[src/rtl/arch_defs_pkg.sv]
// arch_defs_pkg: shared SAP-1.5 architecture types, control word layout and opcode map.
package arch_defs_pkg;
    localparam int OPCODE_WIDTH = 4;
    localparam int MAX_STEPS    = 8;
    localparam int STEP_WIDTH   = $clog2(MAX_STEPS);
    localparam int CW_WIDTH     = 20;

    typedef logic [OPCODE_WIDTH-1:0] opcode_t;
    typedef logic [STEP_WIDTH-1:0]   step_t;
    typedef logic [CW_WIDTH-1:0]     cw_vec_t;

    typedef enum logic [2:0] {
        S_RESET   = 3'd0,
        S_FETCH_0 = 3'd1,
        S_FETCH_1 = 3'd2,
        S_EXECUTE = 3'd3,
        S_HALT    = 3'd4
    } fsm_state_t;

    typedef struct packed {
        logic halt;
        logic last_step;
        logic check_zero;
        logic check_carry;
        logic load_pc;
        logic pc_enable;
        logic oe_pc;
        logic load_mar;
        logic oe_ram;
        logic ram_we;
        logic load_ir;
        logic oe_ir;
        logic load_a;
        logic oe_a;
        logic load_b;
        logic oe_b;
        logic oe_alu;
        logic alu_sub;
        logic load_out;
        logic load_flags;
    } control_word_t;

    typedef struct packed {
        opcode_t opcode;
        step_t   step;
    } uaddr_t;

    // Single-bit masks in the same bit order as control_word_t.
    localparam cw_vec_t M_HALT        = cw_vec_t'(1) << 19;
    localparam cw_vec_t M_LAST        = cw_vec_t'(1) << 18;
    localparam cw_vec_t M_CHECK_ZERO  = cw_vec_t'(1) << 17;
    localparam cw_vec_t M_CHECK_CARRY = cw_vec_t'(1) << 16;
    localparam cw_vec_t M_LOAD_PC     = cw_vec_t'(1) << 15;
    localparam cw_vec_t M_PC_ENABLE   = cw_vec_t'(1) << 14;
    localparam cw_vec_t M_OE_PC       = cw_vec_t'(1) << 13;
    localparam cw_vec_t M_LOAD_MAR    = cw_vec_t'(1) << 12;
    localparam cw_vec_t M_OE_RAM      = cw_vec_t'(1) << 11;
    localparam cw_vec_t M_RAM_WE      = cw_vec_t'(1) << 10;
    localparam cw_vec_t M_LOAD_IR     = cw_vec_t'(1) << 9;
    localparam cw_vec_t M_OE_IR       = cw_vec_t'(1) << 8;
    localparam cw_vec_t M_LOAD_A      = cw_vec_t'(1) << 7;
    localparam cw_vec_t M_OE_A        = cw_vec_t'(1) << 6;
    localparam cw_vec_t M_LOAD_B      = cw_vec_t'(1) << 5;
    localparam cw_vec_t M_OE_B        = cw_vec_t'(1) << 4;
    localparam cw_vec_t M_OE_ALU      = cw_vec_t'(1) << 3;
    localparam cw_vec_t M_ALU_SUB     = cw_vec_t'(1) << 2;
    localparam cw_vec_t M_LOAD_OUT    = cw_vec_t'(1) << 1;
    localparam cw_vec_t M_LOAD_FLAGS  = cw_vec_t'(1) << 0;

    localparam opcode_t OP_NOP  = 4'h0;
    localparam opcode_t OP_LDA  = 4'h1;
    localparam opcode_t OP_ADD  = 4'h2;
    localparam opcode_t OP_SUB  = 4'h3;
    localparam opcode_t OP_STA  = 4'h4;
    localparam opcode_t OP_LDI  = 4'h5;
    localparam opcode_t OP_JMP  = 4'h6;
    localparam opcode_t OP_JC   = 4'h7;
    localparam opcode_t OP_JZC  = 4'hA;
    localparam opcode_t OP_JZ   = 4'hB;
    localparam opcode_t OP_WALK = 4'hD;
    localparam opcode_t OP_OUT  = 4'hE;
    localparam opcode_t OP_HLT  = 4'hF;
endpackage

[src/rtl/microcode_rom.sv]
// microcode_rom: combinational {opcode, step} -> control word lookup holding every opcode table.
module microcode_rom
    import arch_defs_pkg::*;
(
    input  uaddr_t        addr,
    output control_word_t word
);
    localparam step_t S2 = step_t'(2);
    localparam step_t S3 = step_t'(3);
    localparam step_t S4 = step_t'(4);
    step_t s;
    assign s = addr.step;
    // WALK never sets last_step and relies on the sequencer's runaway return.
    always_comb begin
        word = '0;
        case (addr.opcode)
            OP_LDA:  word = (s == S2) ? (M_OE_IR | M_LOAD_MAR)
                          : (s == S3) ? (M_OE_RAM | M_LOAD_A | M_LAST) : '0;
            OP_ADD:  word = (s == S2) ? (M_OE_IR | M_LOAD_MAR)
                          : (s == S3) ? (M_OE_RAM | M_LOAD_B)
                          : (s == S4) ? (M_OE_ALU | M_LOAD_A | M_LOAD_FLAGS | M_LAST) : '0;
            OP_SUB:  word = (s == S2) ? (M_OE_IR | M_LOAD_MAR)
                          : (s == S3) ? (M_OE_RAM | M_LOAD_B)
                          : (s == S4) ? (M_OE_ALU | M_ALU_SUB | M_LOAD_A | M_LOAD_FLAGS | M_LAST) : '0;
            OP_STA:  word = (s == S2) ? (M_OE_IR | M_LOAD_MAR)
                          : (s == S3) ? (M_OE_A | M_RAM_WE | M_LAST) : '0;
            OP_LDI:  word = (s == S2) ? (M_OE_IR | M_LOAD_A | M_LAST) : '0;
            OP_JMP:  word = (s == S2) ? (M_OE_IR | M_LOAD_PC | M_LAST) : '0;
            OP_JC:   word = (s == S2) ? (M_OE_IR | M_LOAD_PC | M_CHECK_CARRY | M_LAST) : '0;
            OP_JZC:  word = (s == S2) ? (M_OE_IR | M_LOAD_PC | M_CHECK_ZERO | M_CHECK_CARRY | M_LAST) : '0;
            OP_JZ:   word = (s == S2) ? (M_OE_IR | M_LOAD_PC | M_CHECK_ZERO | M_LAST) : '0;
            OP_WALK: word = (s >= S2) ? (M_OE_A | M_LOAD_B) : '0;
            OP_OUT:  word = (s == S2) ? (M_OE_A | M_LOAD_OUT | M_LAST) : '0;
            OP_HLT:  word = (s == S2) ? (M_HALT | M_LAST) : '0;
            default: word = (s == S2) ? M_LAST : '0;
        endcase
    end
endmodule

[src/rtl/microcode_sequencer.sv]
// microcode_sequencer: fetch/execute FSM driving the SAP-1.5 control word from microcode_rom.
// Optional SEQ_SINGLE_STEP_EN adds step_req; the sequencer then advances only on requested cycles.
module microcode_sequencer #(
    parameter int OPCODE_WIDTH = 4,
    parameter int MAX_STEPS    = 8,
    parameter int CW_WIDTH     = 20
) (
    input  logic                         clk,
    input  logic                         reset,
    input  logic [OPCODE_WIDTH-1:0]      opcode,
    input  logic                         flag_zero,
    input  logic                         flag_carry,
`ifdef SEQ_SINGLE_STEP_EN
    input  logic                         step_req,
`endif
    output logic [CW_WIDTH-1:0]          control_word,
    output logic [$clog2(MAX_STEPS)-1:0] microstep,
    output logic [2:0]                   state,
    output logic                         halted
);
    import arch_defs_pkg::*;
    localparam int SW = $clog2(MAX_STEPS);

    fsm_state_t    state_d, state_q;
    logic [SW-1:0] step_d, step_q;
    logic          halted_d, halted_q;
    control_word_t rom_word, exec_word;
    cw_vec_t       cw;
    logic          advance, jump_ok, runaway;

    microcode_rom u_rom (
        .addr ({opcode, step_q}),
        .word (rom_word)
    );

`ifdef SEQ_SINGLE_STEP_EN
    assign advance = step_req;
`else
    assign advance = 1'b1;
`endif

    always_comb begin
        jump_ok = (!rom_word.check_zero || flag_zero) && (!rom_word.check_carry || flag_carry);
        runaway = step_q == SW'(MAX_STEPS - 1);
        exec_word = rom_word;
        exec_word.load_pc = rom_word.load_pc && jump_ok;
        exec_word.last_step = rom_word.last_step || runaway;
        cw = (state_q == S_FETCH_0) ? (M_OE_PC | M_LOAD_MAR)
           : (state_q == S_FETCH_1) ? (M_OE_RAM | M_LOAD_IR | M_PC_ENABLE)
           : (state_q == S_EXECUTE) ? exec_word
           : (state_q == S_HALT)    ? M_HALT : '0;
        state_d = state_q;
        step_d = step_q;
        if (advance) begin
            case (state_q)
                S_RESET:   begin state_d = S_FETCH_0; step_d = '0; end
                S_FETCH_0: begin state_d = S_FETCH_1; step_d = SW'(1); end
                S_FETCH_1: begin state_d = S_EXECUTE; step_d = SW'(2); end
                S_EXECUTE: begin
                    state_d = exec_word.halt ? S_HALT : exec_word.last_step ? S_FETCH_0 : S_EXECUTE;
                    step_d = exec_word.halt ? step_q : exec_word.last_step ? '0 : step_q + 1'b1;
                end
                default:   state_d = state_q;
            endcase
        end
        halted_d = state_d == S_HALT;
    end

    always_ff @(posedge clk) begin
        if (reset) begin
            state_q  <= S_RESET;
            step_q   <= '0;
            halted_q <= 1'b0;
        end else begin
            state_q  <= state_d;
            step_q   <= step_d;
            halted_q <= halted_d;
        end
    end

    // Holding cycles and reset cycles emit nothing so datapath side effects never repeat.
    assign control_word = (reset || !advance) ? '0 : cw;
    assign microstep    = step_q;
    assign state        = state_q;
    assign halted       = halted_q;
endmodule

[config.mk]
export PLATFORM = sky130hd
export DESIGN_NAME = microcode_sequencer
export DESIGN_NICKNAME = d
export VERILOG_FILES = /design/src/rtl/arch_defs_pkg.sv /design/src/rtl/microcode_rom.sv /design/src/rtl/microcode_sequencer.sv
export SDC_FILE = /design/constraint.sdc
export NUM_CORES = 1
export LEC_CHECK = 0
export CORE_MARGIN = 10
export CORE_UTILIZATION = 45
export CTS_CLUSTER_DIAMETER = 40
export DETAILED_ROUTE_END_ITERATION = 10
export GPL_TIMING_DRIVEN = 0
export PLACE_DENSITY_LB_ADDON = 0.15
export SETUP_SLACK_MARGIN = 0.15
export SLEW_MARGIN = 25
export SYNTH_ARGS = -nofsm -noshare
export SYNTH_HDL_FRONTEND = slang
export SYNTH_SLANG_ARGS = --single-unit
[constraint.sdc]
create_clock -name clk -period 4.55 [get_ports clk]
set_input_delay 1.1375 -clock clk [delete_from_list [all_inputs] [get_ports clk]]
set_output_delay 1.1375 -clock clk [all_outputs]
set_load 0.02 [all_outputs]
==> reports/results.ini <==
[finish]
fin_area_um2=1210
antennaDiodeCount=0
drive_gt1_share_pct=14.1
syn_to_final_growth_pct=50.4
utilization_pct=70.6
nets=163

[synth]
syn_avg_cell_area_um2=7.16
yosys_warnings=0
ys_async_sr_fraction_pct=0
ys_top_cells_by_area=dfxtp_1 (17%), nor2_1 (9.8%), ha_1 (7.8%)
synth_seq_area_share_pct=17.5
ys.flop_type=dfxtp_1
syn-cell-area_um2=802
yosysTopAreaCellShare_pct=17.5
synthDistinctLibCells=43
synth_edf_count=0
synth_top_cell_by_area=dfxtp_1
syn-num-nets=125
syn-instance-count=112
synth-seq-cells=7

[detailed_routing]
num_vias=892
drt_iter0_drc=16
drcViolationCount=0
dr.pass1.iters=4
wl_um=2420
postRouteAntennaNets=0
vias_per_cell=5.13
avgRoutedWirePerCell_um=13.9

[die]
die_x_um=62.2
dieArea_um2=3870
die_h_um=62.2
initial_core_util_pct=47.0
fp.coreArea_um2=1710
io_pins=35
rows=15

[sta]
finalSetupViolCount=0
maxSlewViolCount=0
fin_crit_ps=4280
fin_ws_ps=273
finClkSkew_ps=0.428
max_freq_ghz=0.234
setup_total_negative_slack_ps=0
hold_ws_ps=607
hold_viol_final=0
fin_crit_sh_pct=94.0
rsz0062_at_grt=no

[placed_design]
pre_cts_slack_ps=27.7
place_congestion=0.888
place_area_um2=1160
dp_hpwl_um=1960
io_buffers=33

[power_and_ir_drop]
powerDensity_nw_per_um2=161
power_leakage_nw=0.571
vdd_drop_max_mv=0.158

[critical_path]
slowest_delay_ps=610
path_cells=clkdlybuf4s50_1 > buf_2 > nand2b_1 > a2bb2oi_1 > nand2_2 > nor2_1 > clkdlybuf4s50_1
critPathLaunch=opcode[2]
cp-start-kind=input pin
path_class=input pin to primary output
cp_slowest_cell=clkdlybuf4s50_1
cp_common_cell=clkdlybuf4s50_1
worstReg2RegStart=microstep[1]
crit_path_end_kind=primary output
worstPathRequired_ps=3410
crit_fanout=10
worst_ep_arrival_time_ps=3140

[clock_network]
numClockSinks=7
post-cts-setup-buffers=0
insertion_delay_ps=260
clk_pin_slew_ps=50
htreeDepth=1
cts_tree=done
cts_root_buf=clkbuf_4
cts_made_buffers=3
cts_buffer_depth=2

[global_routing]
grt_pass1_vias=905
overflow=0
grt_use_total_pct=12.2
antenna_found_initial=0
grt_max_degree=11
grt_pass1_wl_um=4060

[min_path]
hold_path_class=register to register
hold_start=microstep[0]

[outcome]
status=finished, final reports clean

[flow_run]
max_cap_violations=0

## cell families (layout without fill, tap and decap cells)
logic type | Yosys count | in the layout | synth area share, %
AND/OR/NAND/NOR | 60 | 60 | 40.7
AO/OA/AOI/OAI | 22 | 22 | 20.4
buffers and inverters | 14 | 51 | 9.67
flip-flops | 7 | 7 | 17.5
adder cells (fa/ha/maj) | 5 | 5 | 7.80
XOR/XNOR | 2 | 2 | 2.18
other | 1 | 1 | 0.468
multiplexers | 1 | 1 | 1.25
## routing by layer
metal | share of wire (%) | track usage, % | vias up
li1 | - | - | 464
met1 | 43 | 12.7 | 398
met2 | 49 | 21.9 | 25
met3 | 6.5 | 3.94 | 5
met4 | 1.7 | 5.14 | 0
met5 | 0 | 0 | -
## sequential cells by signal, summed over array words and instances, names as in the netlist
register	count
halted	1
state	3
microstep	3
## worst paths after layout
check / endpoint / slack (ps) / cells after the start
max: control_word[10] / 270 / 7
min reg2reg: microstep[0] / 610 / 1
max reg2reg: microstep[0] / 2400 / 6
min: microstep[0] / 610 / 1
## stage by stage
stage,power (mW),std cells
floorplan,0.110,112
global placement,0.135,170
detailed placement,0.136,170
CTS,0.195,174
global route,0.206,174
finish,0.194,174
## Yosys cell counts (all sizes together) (2+ instances only)
cell    count
nand2b      7
nor2b       4
ha          5
o21ai       2
nand4       2
nor3        7
o31a        2
a21oi       5
clkbuf      4
buf         5
nor2       21
nand2      10
a31oi       4
inv         5
dfxtp       7
## cells in the final DEF (no fill, tap or decap), types with 2 or more instances in the layout
master,netlist,routed
clkdlybuf4s50_1,0,25
nor2_1,21,21
nand2_1,10,9
dfxtp_1,7,7
nor3_1,7,6
inv_1,5,5
nand2b_1,5,5
a21oi_1,5,5
ha_1,5,5
dlymetal6s2s_1,0,5
nor2b_1,4,4
a31oi_1,4,4
clkbuf_1,2,3
buf_4,3,3
clkbuf_4,0,3
dlygate4sd2_1,0,3
buf_2,2,2
nand4_1,2,2
o21ai_0,2,2
## power by group
| part | switching (mW) | internal, mW |
|---|---|---|
| Combinational | 0.0359 | 0.0314 |
| Sequential | 0.00324 | 0.0645 |
| Clock | 0.0256 | 0.0336 |
## worst max-delay path: cells and delay by family
family / cells / cell delay [ps]
AND/OR/NAND/NOR: 3 / 370
AO/OA/AOI/OAI: 1 / 270
buffers and inverters: 3 / 1370
## cell type report
cell class | instances | area (µm²)
multi-input combinational | 91 | 592
fill | 159 | 502
timing repair buffer | 33 | 339
sequential | 7 | 140
buffer | 9 | 58.8
tap | 25 | 31.3
clock buffer | 4 | 26.3
inverter | 5 | 18.8
## repair_timing
action | 4_1_cts | 5_1_grt
resized for setup | 3 | 7
setup endpoints to repair | 3 | 7
hold buffers | 0 | 0
Note: power is estimated with default switching activity, not from simulation.
